**config.mk**
```make
export PLATFORM = sky130hd
export DESIGN_NAME = fp_norm_round
export DESIGN_NICKNAME = d
export VERILOG_FILES = /design/src/rtl/fp_norm_pkg.sv /design/src/rtl/fp_round_rne.sv /design/src/rtl/fp_norm_round.sv
export SDC_FILE = /design/constraint.sdc
export NUM_CORES = 1
export LEC_CHECK = 0
export ABC_CLOCK_PERIOD_IN_PS = 2600
export BUFFER_PORTS_ARGS = -buffer_cell sky130_fd_sc_hd__buf_2
export CORE_MARGIN = 2
export CORE_UTILIZATION = 50
export CTS_BUF_LIST = sky130_fd_sc_hd__clkbuf_2 sky130_fd_sc_hd__clkbuf_4 sky130_fd_sc_hd__clkbuf_8
export DETAILED_ROUTE_END_ITERATION = 12
export PLACE_DENSITY = 0.7
export RECOVER_POWER = 25
export SKIP_CTS_REPAIR_TIMING = 1
export SLEW_MARGIN = 20
export SYNTH_ARGS = -nofsm -noshare
export SYNTH_HDL_FRONTEND = slang
export SYNTH_SLANG_ARGS = --single-unit
```
**constraint.sdc**
```tcl
create_clock -name clk -period 2.6 [get_ports clk]
set_clock_uncertainty 0.1 [all_clocks]
set_input_delay 0.26 -clock clk [delete_from_list [all_inputs] [get_ports clk]]
set_output_delay 0.26 -clock clk [all_outputs]
set_load 0.05 [all_outputs]
```
**src/rtl/fp_norm_pkg.sv**
```systemverilog
// Shared types and constants for the fp_norm_round post-add stage.
// The top-level build option FP_ROUND_RNE_EN is consumed by fp_round_rne.
package fp_norm_pkg;

  localparam int EXP_W     = 8;
  localparam int MANT_W    = 28;
  localparam int FRAC_W    = 23;
  localparam int EXP_MAX   = 255;
  localparam int INT_EXP_W = 10;

  // Bit positions inside the extended mantissa
  localparam int CARRY_BIT  = 27;
  localparam int HIDDEN_BIT = 26;
  localparam int GUARD_BIT  = 2;
  localparam int ROUND_BIT  = 1;
  localparam int STICKY_BIT = 0;

  typedef enum logic [1:0] {
    IDLE  = 2'd0,
    NORM  = 2'd1,
    ROUND = 2'd2,
    OUT   = 2'd3
  } state_t;

  // Assemble a binary32 word from its fields
  function automatic logic [31:0] pack_fp(input logic              sign,
                                          input logic [EXP_W-1:0]  exp,
                                          input logic [FRAC_W-1:0] frac);
    return {sign, exp, frac};
  endfunction

endpackage

```
**src/rtl/fp_round_rne.sv**
```systemverilog
// Combinational rounder: 24-bit significand plus guard/round/sticky.
// With FP_ROUND_RNE_EN defined it rounds to nearest even; otherwise it
// truncates. Inexact is reported in both builds.
module fp_round_rne (
  input  logic [23:0] sig,
  input  logic        g,
  input  logic        r,
  input  logic        s,
  output logic [23:0] sig_rnd,
  output logic        carry,
  output logic        inexact
);

  logic inc;

  // Increment decision: ties go to the even significand
`ifdef FP_ROUND_RNE_EN
  assign inc = g & (r | s | sig[0]);
`else
  assign inc = 1'b0;
`endif

  // 25-bit add so the carry out of the significand is visible
  assign {carry, sig_rnd} = {1'b0, sig} + {24'd0, inc};
  assign inexact = g | r | s;

endmodule

```
**src/rtl/fp_norm_round.sv**
```systemverilog
// Post-add normalize and round stage for the binary32 adder.
// Iterative one-bit-per-cycle normalizer, single operation in flight.
// Rounding mode selected by FP_ROUND_RNE_EN (see fp_round_rne).
module fp_norm_round
  import fp_norm_pkg::*;
(
  input  logic              clk,
  input  logic              rst_n,
  input  logic              in_valid,
  output logic              in_ready,
  input  logic              in_sign,
  input  logic [EXP_W-1:0]  in_exp,
  input  logic [MANT_W-1:0] in_mant,
  output logic              out_valid,
  input  logic              out_ready,
  output logic [31:0]       out_result,
  output logic              out_overflow,
  output logic              out_underflow,
  output logic              out_inexact
);

  state_t                 state_reg, state_next;
  logic                   sign_reg, sign_next;
  logic [INT_EXP_W-1:0]   exp_reg, exp_next;
  logic [MANT_W-1:0]      mant_reg, mant_next;
  logic [31:0]            result_reg, result_next;
  logic                   ovf_reg, ovf_next;
  logic                   unf_reg, unf_next;
  logic                   inx_reg, inx_next;

  logic [23:0]            sig_rnd;
  logic                   rnd_carry;
  logic                   rnd_inexact;
  logic [INT_EXP_W-1:0]   exp_rnd;
  logic [FRAC_W-1:0]      frac_rnd;

  fp_round_rne u_round (
    .sig     (mant_reg[HIDDEN_BIT:GUARD_BIT+1]),
    .g       (mant_reg[GUARD_BIT]),
    .r       (mant_reg[ROUND_BIT]),
    .s       (mant_reg[STICKY_BIT]),
    .sig_rnd (sig_rnd),
    .carry   (rnd_carry),
    .inexact (rnd_inexact)
  );

  // A rounding carry means the significand became 2^24: shift right once
  assign exp_rnd  = exp_reg + {{(INT_EXP_W-1){1'b0}}, rnd_carry};
  assign frac_rnd = rnd_carry ? sig_rnd[23:1] : sig_rnd[22:0];

  // State and datapath registers; reset discards any operation in flight
  always_ff @(posedge clk or negedge rst_n) begin
    if (!rst_n) begin
      state_reg  <= IDLE;
      sign_reg   <= 1'b0;
      exp_reg    <= '0;
      mant_reg   <= '0;
      result_reg <= '0;
      ovf_reg    <= 1'b0;
      unf_reg    <= 1'b0;
      inx_reg    <= 1'b0;
    end else begin
      state_reg  <= state_next;
      sign_reg   <= sign_next;
      exp_reg    <= exp_next;
      mant_reg   <= mant_next;
      result_reg <= result_next;
      ovf_reg    <= ovf_next;
      unf_reg    <= unf_next;
      inx_reg    <= inx_next;
    end
  end

  // Next-state and datapath updates: one normalization step per NORM cycle
  always_comb begin
    state_next  = state_reg;
    sign_next   = sign_reg;
    exp_next    = exp_reg;
    mant_next   = mant_reg;
    result_next = result_reg;
    ovf_next    = ovf_reg;
    unf_next    = unf_reg;
    inx_next    = inx_reg;
    case (state_reg)
      IDLE: begin
        if (in_valid) begin
          sign_next   = in_sign;
          exp_next    = {2'b00, in_exp};
          mant_next   = in_mant;
          result_next = '0;
          ovf_next    = 1'b0;
          unf_next    = 1'b0;
          inx_next    = 1'b0;
          state_next  = NORM;
        end
      end
      NORM: begin
        if (exp_reg == INT_EXP_W'(EXP_MAX)) begin
          // Inf/NaN: keep the payload untouched
          result_next = pack_fp(sign_reg, EXP_W'(EXP_MAX), mant_reg[HIDDEN_BIT-1:GUARD_BIT+1]);
          state_next  = OUT;
        end else if (mant_reg == '0) begin
          // Exact cancellation always yields +0
          result_next = '0;
          state_next  = OUT;
        end else if (mant_reg[CARRY_BIT]) begin
          mant_next  = {1'b0, mant_reg[CARRY_BIT:2], mant_reg[1] | mant_reg[0]};
          exp_next   = exp_reg + 1'b1;
          state_next = ROUND;
        end else if (mant_reg[HIDDEN_BIT]) begin
          state_next = ROUND;
        end else begin
          mant_next = {mant_reg[MANT_W-2:0], 1'b0};
          exp_next  = exp_reg - 1'b1;
          // Shifting from exp 1 (or below) lands at or under zero: flush
          if (exp_reg <= INT_EXP_W'(1)) begin
            result_next = {sign_reg, 31'd0};
            unf_next    = 1'b1;
            state_next  = OUT;
          end
        end
      end
      ROUND: begin
        inx_next = rnd_inexact;
        if (exp_rnd >= INT_EXP_W'(EXP_MAX)) begin
          result_next = pack_fp(sign_reg, EXP_W'(EXP_MAX), '0);
          ovf_next    = 1'b1;
        end else begin
          result_next = pack_fp(sign_reg, exp_rnd[EXP_W-1:0], frac_rnd);
        end
        state_next = OUT;
      end
      OUT: begin
        if (out_ready) state_next = IDLE;
      end
      default: state_next = IDLE;
    endcase
  end

  assign in_ready      = (state_reg == IDLE);
  assign out_valid     = (state_reg == OUT);
  assign out_result    = result_reg;
  assign out_overflow  = ovf_reg;
  assign out_underflow = unf_reg;
  assign out_inexact   = inx_reg;

endmodule

```
==> run summary, run 1 <==
Status = finished with violations
Failing checks = capacitance limit, slew limit
GRT Total Usage = 0.244
Post-synth top area share = 0.443
Drc violations = 0
Seq/Total Area, Yosys = 0.443
DR WL/cell = 16.8 um
Post-placement cell count = 646
Arr. time, crit path = 2510 ps
Critical Path Start Type = flip-flop
Largest family of logic cells by synthesized area = simple AND/OR/NAND/NOR gates
Crit path depth = 8
Final ANT Viol Nets = 0
Xor/xnor share of the synthesized area = 0.00204
Vias = 3,883
Die X-Extent = 96.7 um
Core area = 0.00826 mm^2
Slew HR = -0.281
DP HPWL = 7670 um
Initial Utilization = 0.520
Area leader, netlist = dfrtp_1
Yosys reg bits = 76
Area growth syn-to-layout = 17.3%
Clk Latency, worst-skew pair = 350 ps
Unique masters post-synth = 54
Static leakage = 0.00222 uW
Crit path max-delay family = simple AND/OR/NAND/NOR gates
Pre-antenna DRT Iters = 7
First-pass GRT wire length = 18,700 um
Post-Syn Area = 0.00429 mm^2
Drt initial violations = 235
Mapped Nets = 529
Clk slew on worst S/H paths = 80 ps
Design Power = 7700 uW
Slowest stage delay, CP = 670 ps
Synth Area in Simple Gates = 0.206
Worst Setup End Kind = flip-flop
Syn_area_per_cell = 8.93 um^2
Crit share post-route = 0.915
Most frequent cells in the layout = dfrtp_1, buf_2, nor2_1
Share of layout cells above drive strength 1 = 0.271
Worst Hold End = exp_reg[3]
Die Y = 96.7 um
Hold Crit Class = in -> reg
Hold Vio Cnt, Final = 0
Final #Nets = 600
CTS H-tree depth = 3
Total congestion overflow = 0
Max-slew violations = 77
Bufs on Longest Clock Path = 2
CP Cell Sequence = ha_1, inv_1, or4_1, nand2b_2, o21ai_2, buf_4, nand2_1, o21ai_0
Reg2Reg Depth = 8
Filler instances = 789
WL final = 11,100 um
Largest net degree at the start of global routing = 77
Critical path class = reg -> reg
Reg2Reg Setup Slack = 220 ps
Finish-stage setup viols = 0
Post-Synthesis Cells = 481
Mux cell area share after synthesis = 0.0778
Root buf cell = clkbuf_8
TritonCTS buffer count = 9
Compound-Gate Fraction of Synth Area = 0.196
Clock sinks = 76
Final Non-Filler Cells = 662
Max FFs per register = 32
Number of global-route vias before repair = 3,773
Final min period = 2380 ps
HP Start = in_exp[3]
Peak VDD IR = 0.637 mV
WHS Path Cells = 2
Buf/Inv on CP = 2
Slowest CP cell = or4_1
Post-Synth Adder-Cell Area = 0.0204
Fmax = 0.420 GHz
Full die area = 0.00935 mm^2
Worst-Margin Slew = 1920 ps
RSZ-0062 raised after global routing = false
Final RePlAce weighted congestion = 0.918
# rows = 33
CTS tree = yes
Synth top area cells = dfrtp_1, nor2_1, nand2_1
Antenna cells = 0
RR Endpoint = out_result[0]
Vias per Instance = 5.87
CP Max Fanout = 23
Reg-to-reg startpoint = exp_reg[0]
Required time worst endpoint = 2730 ps
Fin Setup TNS = 0 ps
Port Buffers = 77
Pwr Density = 1530 mW/mm^2
YS warnings = 0
Initial antenna violation count = 0
Num ports = 78
Max Cap Violations = 1
worst reg2reg max path, cell delays in order (launching register included):
cell	delay, ps
dfrtp_1	450
ha_1	270
inv_1	100
or4_1	680
nand2b_2	190
o21ai_2	80
buf_4	220
nand2_1	90
o21ai_0	80
cells by family (layout without fill, tap and decap cells):
family                     count (synthesis)  after routing
adders and majority gates                  7              7
xor gates and xnor gates                   1              1
and+or+nand+nor                          189            189
DFF                                       76             76
buffers and inverters                     50            126
AOI/OAI and AO/OA                        128            128
muxes                                     30             30
synthesized netlist by cell type (all sizes together):
cell type  number
nand4b          1
o21ai          43
buf            17
o311ai          3
nand2          68
o221a           1
a21o            1
nor2b           2
o31ai          13
a21boi          2
or4             6
nor3b           7
o21bai          1
mux2i           3
o22a            1
o2bb2ai         2
o22ai           3
nand2b          3
o41ai           1
o31a            1
a21oi          28
xor2            1
nand3           8
dfrtp          76
ha              7
a22oi           2
nor3            8
inv            12
a221o           2
o211ai          1
clkbuf         21
nor2           68
and3            1
nand4           7
mux2           27
or3             1
a31oi           5
a221oi         18
nor4            7
or2             2
final cells by class:
type | instances | area [um^2] | area share
clock buffers | 11 | 145 | 0.0288
clock inverters | 5 | 61.3 | 0.0122
inverters | 12 | 45.0 | 0.00894
multi-input cells | 355 | 2170 | 0.431
flip-flops and latches | 76 | 1900 | 0.378
well taps | 105 | 131 | 0.0261
repair buffers | 98 | 581 | 0.115
routing by layer:
metal / wire (um) / GRT usage / vias up
li1: - / - / 1864
met1: 5370 / 0.371 / 1869
met2: 5010 / 0.360 / 137
met3: 581 / 0.0434 / 13
met4: 127 / 0.0672 / 0
met5: 0 / 0 / -
through the flow:
stage | instance area, um^2 | setup WS [ps] | hold slack, ps | utilization
3_5_place_dp | 4830 | 254 | 362 | 0.585
3_3_place_gp | 4830 | 312 | 356 | 0.585
5_1_grt | 5040 | 75.1 | 36.6 | 0.610
6_report | 5040 | 220 | 38.1 | 0.610
4_1_cts | 5040 | 239 | 6.99 | 0.610
2_1_floorplan | 4300 | 37.2 | -136 | -
where the power goes:
part / total (uW) / switching [uW] / internal [uW]
registers: 2350 / 598 / 1760
clock network: 935 / 453 / 482
logic: 4410 / 2870 / 1540
worst max-delay path by stage:
| stage | from | end | slack [ps] |
|---|---|---|---|
| after floorplan | state_reg[0] | mant_reg[24] | 40 |
| after global placement | exp_reg[0] | out_result[3] | 310 |
| after detailed placement | exp_reg[0] | out_result[21] | 250 |
| after CTS | exp_reg[0] | out_result[6] | 240 |
| after global routing | exp_reg[2] | out_result[29] | 80 |
| final | exp_reg[0] | out_result[0] | 220 |
(Power assumes the default switching activity.)
==> run 2, diff against run 1 <==
--- a/config.mk
+++ b/config.mk
@@ -5,12 +5,14 @@
 export SDC_FILE = /design/constraint.sdc
 export NUM_CORES = 1
 export LEC_CHECK = 0
-export ABC_CLOCK_PERIOD_IN_PS = 2600
+export ABC_CLOCK_PERIOD_IN_PS = 2700
 export BUFFER_PORTS_ARGS = -buffer_cell sky130_fd_sc_hd__buf_2
+export CAP_MARGIN = 20
 export CORE_MARGIN = 2
 export CORE_UTILIZATION = 50
 export CTS_BUF_LIST = sky130_fd_sc_hd__clkbuf_2 sky130_fd_sc_hd__clkbuf_4 sky130_fd_sc_hd__clkbuf_8
 export DETAILED_ROUTE_END_ITERATION = 12
+export GPL_ROUTABILITY_DRIVEN = 0
 export PLACE_DENSITY = 0.7
 export RECOVER_POWER = 25
 export SKIP_CTS_REPAIR_TIMING = 1
==> constraint.sdc (replaced) <==
create_clock -name clk -period 2.7 [get_ports clk]
set_clock_uncertainty 0.1 [all_clocks]
set_input_delay 0.27 -clock clk [delete_from_list [all_inputs] [get_ports clk]]
set_output_delay 0.27 -clock clk [all_outputs]
set_load 0.05 [all_outputs]
==> run summary, run 2 (same netlist as run 1, synthesis figures left out) <==
M1 WL = 5290 um
Buf/Inv on CP = 2
Critical path class = reg -> reg
Initial antenna violation count = 0
Internal = 3600 uW
Fmax = 0.404 GHz
Clk Latency, worst-skew pair = 360 ps
Worst-Margin Slew = 1920 ps
Max Cap Violations = 1
Required time worst endpoint = 2830 ps
# rows = 33
Static leakage = 0.00221 uW
TritonCTS buffer count = 9
Final worst slack = 223 ps
Post-placement cell count = 643
Crit path max-delay family = simple AND/OR/NAND/NOR gates
Core area = 0.00826 mm^2
Worst Setup End Kind = flip-flop
Total congestion overflow = 0
Full die area = 0.00935 mm^2
Clk slew on worst S/H paths = 90 ps
Crit share post-route = 0.917
Most frequent cells in the layout = dfrtp_1, buf_2, nor2_1
CTS H-tree depth = 3
DR WL/cell = 16.9 um
First-pass GRT wire length = 18,500 um
Filler instances = 761
GRT Total Usage = 0.239
Switching Fraction = 0.512
DR WL met3 = 596 um
Hold Crit Class = in -> reg
Arr. time, crit path = 2600 ps
Drt initial violations = 313
Final #Nets = 597
Pre-antenna DRT Iters = 5
Final ANT Viol Nets = 0
Num ports = 78
Max-slew violations = 77
CP Cell Sequence = ha_1, inv_1, or4_1, nand2b_2, o21ai_2, buf_4, nand2_1, o21ai_0
Reg area = 0.00190 mm^2
Slowest CP cell = or4_1
Die X-Extent = 96.7 um
Peak VDD IR = 0.615 mV
Pwr Density = 1470 mW/mm^2
Root buf cell = clkbuf_8
Slowest stage delay, CP = 700 ps
Dpl ws = 268 ps
DP HPWL = 7800 um
Met2 wire len = 5100 um
Vias per Instance = 5.89
Design Power = 7370 uW
Port Buffers = 77
Vias = 3,881
Drc violations = 0
CTS tree = yes
Largest net degree at the start of global routing = 77
Bufs on Longest Clock Path = 2
Final Non-Filler Cells = 659
Uppermost layer routed = met4
Critical Path Start Type = flip-flop
Share of layout cells above drive strength 1 = 0.267
Switching power of the nets = 3770 uW
Initial Utilization = 0.520
Fin Setup TNS = 0 ps
Sequential Power Share = 0.307
CP Max Fanout = 23
Finish-stage setup viols = 0
WL final = 11,200 um
Failing checks = capacitance limit, slew limit
Slew HR = -0.279
Area growth syn-to-layout = 16.6%
Max FFs per register = 32
RSZ-0062 raised after global routing = false
Die Y = 96.7 um
Antenna cells = 0
Area occupied by multi-input gates = 0.00217 mm^2
Number of global-route vias before repair = 3,680
Clock sinks = 76
Gate power share = 0.568
Final min period = 2480 ps
Status = finished with violations
Hold Vio Cnt, Final = 0
Part of the power in the clock network = 0.126
==> run 2: area by class of cell <==
type | instances | area share
multi-input cells | 355 | 0.434
well taps | 105 | 0.0263
inverters | 12 | 0.00900
clock inverters | 6 | 0.0145
flip-flops and latches | 76 | 0.380
repair buffers | 95 | 0.109
clock buffers | 10 | 0.0275
==> run 2: path summary, 6_finish.rpt <==
path,from,to,slack [ps],cells past startpoint
max reg2reg,exp_reg[0],out_result[1],220,8
min in group asynchronous,rst_n,out_result[28],320,1
max in group asynchronous,rst_n,mant_reg[12],1030,1
max,exp_reg[0],out_result[1],220,8
min reg2reg,out_result[27],out_result[27],380,2
min,in_sign,sign_reg,40,2
==> run 2: power by group through the flow <==
stage / clock network, uW / logic (uW) / registers, uW
after floorplan: 0 / 2480 / 2910
after global placement: 0 / 4110 / 2250
after detailed placement: 0 / 4170 / 2270
after CTS: 942 / 4190 / 2250
after global routing: 994 / 4540 / 2350
final: 926 / 4180 / 2260
==> run 2: through the flow <==
stage          cell area [um^2]  hold WS [ps]   util
2_1_floorplan              4300          -126      -
3_5_place_dp               4800           365  0.581
4_1_cts                    5010          12.2  0.606
3_3_place_gp               4800           357  0.581
6_report                   5000          39.1  0.606
5_1_grt                    5000          33.6  0.606
==> run 2: metal layers <==
metal / vias to the layer above / global-route usage
met1: 1865 / 0.353
met4: 0 / 0.0672
li1: 1860 / -
met3: 19 / 0.0462
met5: - / 0
met2: 137 / 0.361
